File: config.mk
export PLATFORM = sky130hd
export DESIGN_NAME = izh_spike_synapse
export DESIGN_NICKNAME = d
export VERILOG_FILES = /design/src/rtl/izh_spike_synapse_pkg.sv /design/src/rtl/izh_spike_synapse_sat_add_q416.sv /design/src/rtl/izh_spike_synapse.sv
export SDC_FILE = /design/constraint.sdc
export NUM_CORES = 1
export LEC_CHECK = 0
export BUFFER_PORTS_ARGS = -buffer_cell sky130_fd_sc_hd__buf_2
export CAP_MARGIN = 20
export CORE_UTILIZATION = 30
export DETAILED_ROUTE_END_ITERATION = 12
export SLEW_MARGIN = 20
export SYNTH_ARGS = -nofsm -noshare
export SYNTH_HDL_FRONTEND = slang
export SYNTH_SLANG_ARGS = --single-unit
File: constraint.sdc
create_clock -name clk -period 9.65 [get_ports clk]
set_input_delay 1.93 -clock clk [delete_from_list [all_inputs] [get_ports clk]]
set_output_delay 1.93 -clock clk [all_outputs]
set_load 0.02 [all_outputs]
File: src/rtl/izh_spike_synapse_pkg.sv
// Shared Q4.16 constants and types for the Izhikevich neuron core and its spike synapse.
package izh_spike_synapse_pkg;

    localparam int Q_W    = 20;
    localparam int Q_FRAC = 16;

    localparam logic signed [Q_W-1:0] SAT_MAX = 20'sh7_FFFF;
    localparam logic signed [Q_W-1:0] SAT_MIN = 20'sh8_0000;
    localparam logic signed [Q_W-1:0] Q_ONE   = 20'sh1_0000;

    // Neuron-core coefficients in Q4.16
    localparam logic signed [Q_W-1:0] NEURON_K_0P04 = 20'sh0_0A3D;
    localparam logic signed [Q_W-1:0] NEURON_K_1P4  = 20'sh1_6666;
    localparam logic signed [Q_W-1:0] NEURON_K_5P0  = 20'sh5_0000;

    typedef enum logic {
        ISI_NO_REF   = 1'b0,
        ISI_COUNTING = 1'b1
    } isi_state_e;

endpackage

File: src/rtl/izh_spike_synapse_sat_add_q416.sv
// Signed (W+2)-bit addition saturated to the W-bit Q4.16 range; shared with the neuron core.
module sat_add_q416 #(
    parameter int W = 20
) (
    input  logic signed [W+1:0] a_i,
    input  logic signed [W+1:0] b_i,
    output logic signed [W-1:0] sum_o
);

    localparam logic signed [W+1:0] MAX_EXT = {3'b000, {(W-1){1'b1}}};
    localparam logic signed [W+1:0] MIN_EXT = {3'b111, {(W-1){1'b0}}};

    logic signed [W+1:0] sum_full;

    // NOTE: every path assigns sum_o, so this block stays purely combinational (no latch).
    always_comb begin
        sum_full = a_i + b_i;
        if (sum_full > MAX_EXT) begin
            sum_o = MAX_EXT[W-1:0];
        end else if (sum_full < MIN_EXT) begin
            sum_o = MIN_EXT[W-1:0];
        end else begin
            sum_o = sum_full[W-1:0];
        end
    end

endmodule

File: src/rtl/izh_spike_synapse.sv
// Spike-to-current synapse: decaying Q4.16 current with refractory dead-time and ISI measurement.
module izh_spike_synapse
    import izh_spike_synapse_pkg::*;
#(
    parameter int W         = 20,
    parameter int TAU_SHIFT = 3,
    parameter int REFRAC    = 2,
    parameter int ISI_W     = 16
) (
    input  logic                clk,
    input  logic                reset,
    input  logic                en,
    input  logic                spike_in,
    input  logic signed [W-1:0] weight,
    output logic signed [W-1:0] i_out,
    output logic [ISI_W-1:0]    isi_out,
    output logic                isi_valid,
    input  logic                isi_ready,
    output logic                isi_ovf,
    output logic                isi_drop
);

    localparam int               RW          = (REFRAC > 0) ? $clog2(REFRAC + 1) : 1;
    localparam logic [RW-1:0]    REFRAC_LOAD = RW'(REFRAC);
    localparam logic [ISI_W-1:0] ISI_MAX     = '1;

    logic [RW-1:0]       refrac_q;
    logic signed [W-1:0] i_q;
    logic signed [W-1:0] i_d;
    isi_state_e          state_q;
    logic [ISI_W-1:0]    cnt_q;
    logic [ISI_W-1:0]    isi_q;
    logic                valid_q;
    logic                ovf_q;
    logic                drop_q;

    logic                acc;
    logic signed [W+1:0] i_ext;
    logic signed [W+1:0] w_ext;
    logic signed [W+1:0] decayed;
    logic signed [W+1:0] add_term;
    logic [ISI_W-1:0]    capture;
    logic                capture_sat;
    logic                slot_free;

    always_comb begin
        acc         = en & spike_in & (refrac_q == '0);
        i_ext       = {{2{i_q[W-1]}}, i_q};
        w_ext       = {{2{weight[W-1]}}, weight};
        // Arithmetic shift floors, so negative currents decay all the way to zero
        decayed     = i_ext - (i_ext >>> TAU_SHIFT);
        add_term    = acc ? w_ext : '0;
        capture_sat = (cnt_q == ISI_MAX);
        capture     = capture_sat ? ISI_MAX : cnt_q + 1'b1;
        slot_free   = ~valid_q | isi_ready;
    end

    sat_add_q416 #(.W(W)) u_sat (
        .a_i   (decayed),
        .b_i   (add_term),
        .sum_o (i_d)
    );

    always_ff @(posedge clk) begin
        if (reset) begin
            i_q      <= '0;
            refrac_q <= '0;
            state_q  <= ISI_NO_REF;
            cnt_q    <= '0;
            isi_q    <= '0;
            valid_q  <= 1'b0;
            ovf_q    <= 1'b0;
            drop_q   <= 1'b0;
        end else begin
            if (en) begin
                i_q <= i_d;
            end

            if (acc) begin
                refrac_q <= REFRAC_LOAD;
            end else if (en && refrac_q != '0) begin
                refrac_q <= refrac_q - 1'b1;
            end

            // NOTE: a later non-blocking assignment in this block wins, so a same-cycle publish keeps valid high.
            if (valid_q && isi_ready) begin
                valid_q <= 1'b0;
            end

            case (state_q)
                ISI_NO_REF: begin
                    if (acc) begin
                        state_q <= ISI_COUNTING;
                        cnt_q   <= '0;
                    end
                end
                ISI_COUNTING: begin
                    if (acc) begin
                        cnt_q <= '0;
                        if (slot_free) begin
                            isi_q   <= capture;
                            ovf_q   <= capture_sat;
                            valid_q <= 1'b1;
                        end else begin
                            drop_q <= 1'b1;
                        end
                    end else if (en && cnt_q != ISI_MAX) begin
                        cnt_q <= cnt_q + 1'b1;
                    end
                end
                default: state_q <= ISI_NO_REF;
            endcase
        end
    end

    assign i_out     = i_q;
    assign isi_out   = isi_q;
    assign isi_valid = valid_q;
    assign isi_ovf   = ovf_q;
    assign isi_drop  = drop_q;

endmodule
==> impl_metrics.py <==
metrics = {
    "clock_network": {
        "cts_setup_buffers": 0,
        "path_clk_slew_ns": 0.05,
        "postCtsResizedCells": 0,
        "cts_tree": "done",
        "cts_hold_buf": 0,
        "htree_levels": 3,
        "clk-insertion-delay-late_ns": 0.34,
        "cts.sinks": 58,
        "clock_path_buffers": 2,
        "cts-root-buf": "clkbuf_16",
        "cts_buffers": 9,
    },
    "timing": {
        "finalMaxSlewViolations": 0,
        "fin_tns_setup_ns": 0,
        "rsz0062_at_grt": "no",
        "hold_viol_final": 0,
        "layout_min_cycle_time_ns": 6.28,
        "skew_ns": 0.00518,
        "relSlewSlack": 0.355,
        "finalSetupViolations": 0,
        "fin_crit_sh": 0.650,
        "clock.fmax_mhz": 159,
        "tightestPinTransition_ns": 0.967,
    },
    "floorplan": {
        "dieArea_sq_um": 14000,
        "core.rowCount": 42,
        "die_w_microns": 118,
        "io_pins": 64,
        "initial_core_util": 0.307,
        "core-area_sq_um": 13200,
        "die_y_microns": 118,
    },
    "route": {
        "dr.pass1.iters": 6,
        "antenna_left": 0,
        "vias_per_cell": 4.88,
        "remaining_drc_errors": 0,
        "post_drt_wl_per_cell_microns": 13.8,
        "drtIter0Drc": 162,
        "drt-total-wl_microns": 10000,
        "vias": 3556,
    },
    "power_and_ir_drop": {
        "seq_power_share": 0.171,
        "power_mw": 1.88,
        "clockPowerShare": 0.174,
        "power_frac_comb": 0.654,
        "switchingPower_mw": 0.894,
        "p_leak_nw": 2.13,
        "power.internal_mw": 0.983,
        "p_sw_frac": 0.476,
        "vdd_drop_max_mv": 0.129,
        "power_density_nw_per_um2": 392,
    },
    "synthesis": {
        "syn_avg_cell_area_sq_um": 8.16,
        "async_reset_ff_frac": 0,
        "yosysWarnings": 0,
        "synth_cells": 496,
        "synth_flop_cell": "dfxtp_1",
        "ys_ff_latch": 58,
        "seq_area_frac_synth": 0.287,
        "synth-edff-count": 0,
        "synth.distinct_cells": 49,
        "synthesis.nets": 563,
        "synth_area_sq_um": 4050,
    },
    "finish": {
        "final_nets": 614,
        "final_layout_size_suffix_gt1_frac": 0.158,
        "antenna_cells": 0,
        "areaGrowthSynthToFinish_pct": 18.4,
        "fill_cells": 1396,
    },
    "hold_path": {
        "hold_depth": 2,
        "hold_class": "flip-flop to flip-flop",
    },
    "placement": {
        "gp_congestion": 0.857,
        "dp_hpwl_microns": 7410,
        "io_buffers": 63,
    },
    "worst_setup_path": {
        "arrival_ns": 6.43,
        "worstSetupEndpointType": "flip-flop",
        "critPathKind": "input pin to flip-flop",
        "rr_worst_depth": 15,
        "worst-endpoint-required_ns": 9.80,
        "crit_path_start_kind": "input pin",
        "cp_max_fo": 25,
    },
    "grt": {
        "grt_max_degree": 45,
        "grt_use_total": 0.152,
        "grt_pass1_vias": 3475,
        "grt_first_pass_wirelength_microns": 17000,
        "grt_overflow": 0,
        "antenna_found_initial": 0,
    },
    "flow_run": {
        "cap_violations": 0,
    },
    "outcome": {
        "status": "complete, no violations",
    },
}
==> layout by cell type (no fill, tap or decap), types with 4 or more instances in the layout <==
cell type,instances
a211oi_1,19
a21o_1,5
a21oi_1,16
a221oi_1,17
and2_1,4
and3_1,7
buf_2,63
clkbuf_16,9
dfxtp_1,58
fa_1,19
ha_1,23
inv_1,62
mux2i_1,4
nand2_1,65
nand2b_1,4
nand3_1,11
nor2_1,48
nor2b_1,5
nor3_1,7
o21a_1,5
o21ai_0,15
or3_1,4
xnor2_1,16
xor2_1,23
==> per-layer routing <==
| metal | track usage | wire length (microns) |
|---|---|---|
| met1 | 0.196 | 4650 |
| met2 | 0.250 | 4750 |
| met3 | 0.0386 | 497 |
| met4 | 0.0457 | 123 |
| met5 | 0 | 0 |
==> cell usage after synthesis (all sizes together), types with 7 or more instances <==
| master | number | share of area |
|---|---|---|
| clkbuf | 19 | 0.018 |
| and3 | 7 | 0.011 |
| nor3 | 7 | 0.0087 |
| o21ai | 17 | 0.021 |
| fa | 19 | 0.094 |
| ha | 23 | 0.071 |
| xor2 | 23 | 0.050 |
| nor2 | 49 | 0.045 |
| nand2 | 65 | 0.060 |
| a211oi | 19 | 0.035 |
| a221oi | 17 | 0.037 |
| dfxtp | 58 | 0.29 |
| a21oi | 17 | 0.022 |
| nand3 | 11 | 0.014 |
| xnor2 | 16 | 0.035 |
| inv | 62 | 0.057 |
==> cell families (layout without fill, tap and decap cells) <==
group / count (synthesis) / count (layout) / synth area share
AOI/OAI and AO/OA: 105 / 105 / 0.193
and+or+nand+nor: 162 / 162 / 0.176
adders and majority gates: 42 / 42 / 0.165
buffers and inverters: 86 / 142 / 0.0853
DFF: 58 / 58 / 0.287
xor gates and xnor gates: 39 / 39 / 0.0844
muxes: 4 / 4 / 0.00989
==> critical path, cell delays in order <==
cell,delay [ns]
buf_2,0.16
and3_1,0.81
nand2_1,0.17
fa_1,0.54
inv_1,0.05
ha_1,0.37
a21oi_2,0.23
o21ai_1,0.11
or3_1,0.33
o211a_1,0.26
a31oi_2,0.24
nand2_1,0.15
a311oi_4,0.86
a221oi_1,0.19
==> metrics by stage <==
step	cells	utilization	hold WS [ns]	cell area (sq um)	setup WS (ns)
after global placement	712	0.339	0.450	4480	3.27
final	728	0.363	0.483	4790	3.37
after floorplan	496	-	0.456	4050	3.79
after CTS	728	0.362	0.491	4780	3.35
after global routing	728	0.363	0.514	4790	3.01
after detailed placement	712	0.339	0.461	4480	3.01
==> registers in the layout, indices dropped and copies added (netlist names) <==
signal	count
i_out	20
state_q	1
cnt_q	16
isi_drop	1
isi_valid	1
isi_out	16
isi_ovf	1
refrac_q	2
==> final timing paths <==
path                                  start          end  slack, ns
worst max register to register  refrac_q[0]    i_out[16]       4.59
worst min-delay path            refrac_q[1]  refrac_q[1]       0.48
worst min register to register  refrac_q[1]  refrac_q[1]       0.48
worst max-delay path                     en    i_out[16]       3.37
==> area by class of cell <==
| class | instances | area [sq um] | area share |
|---|---|---|---|
| Sequential cell | 58 | 1160 | 0.242 |
| Multi-Input combinational cell | 352 | 2560 | 0.533 |
| Clock buffer | 10 | 239 | 0.0498 |
| Tap cell | 176 | 220 | 0.0459 |
| Timing Repair Buffer | 63 | 315 | 0.0658 |
| Inverter | 63 | 236 | 0.0493 |
| Clock inverter | 6 | 66.3 | 0.0138 |
==> power by group through the flow <==
stage                     Combinational [mW]  Clock (mW)  Sequential (mW)
final                                   1.23       0.327            0.322
after global routing                    1.39       0.344            0.329
after CTS                               1.23       0.333            0.323
after detailed placement                1.22           0            0.328
after global placement                  1.20           0            0.326
after floorplan                        0.955           0            0.361
No activity file was read; power rests on OpenSTA's default activity.
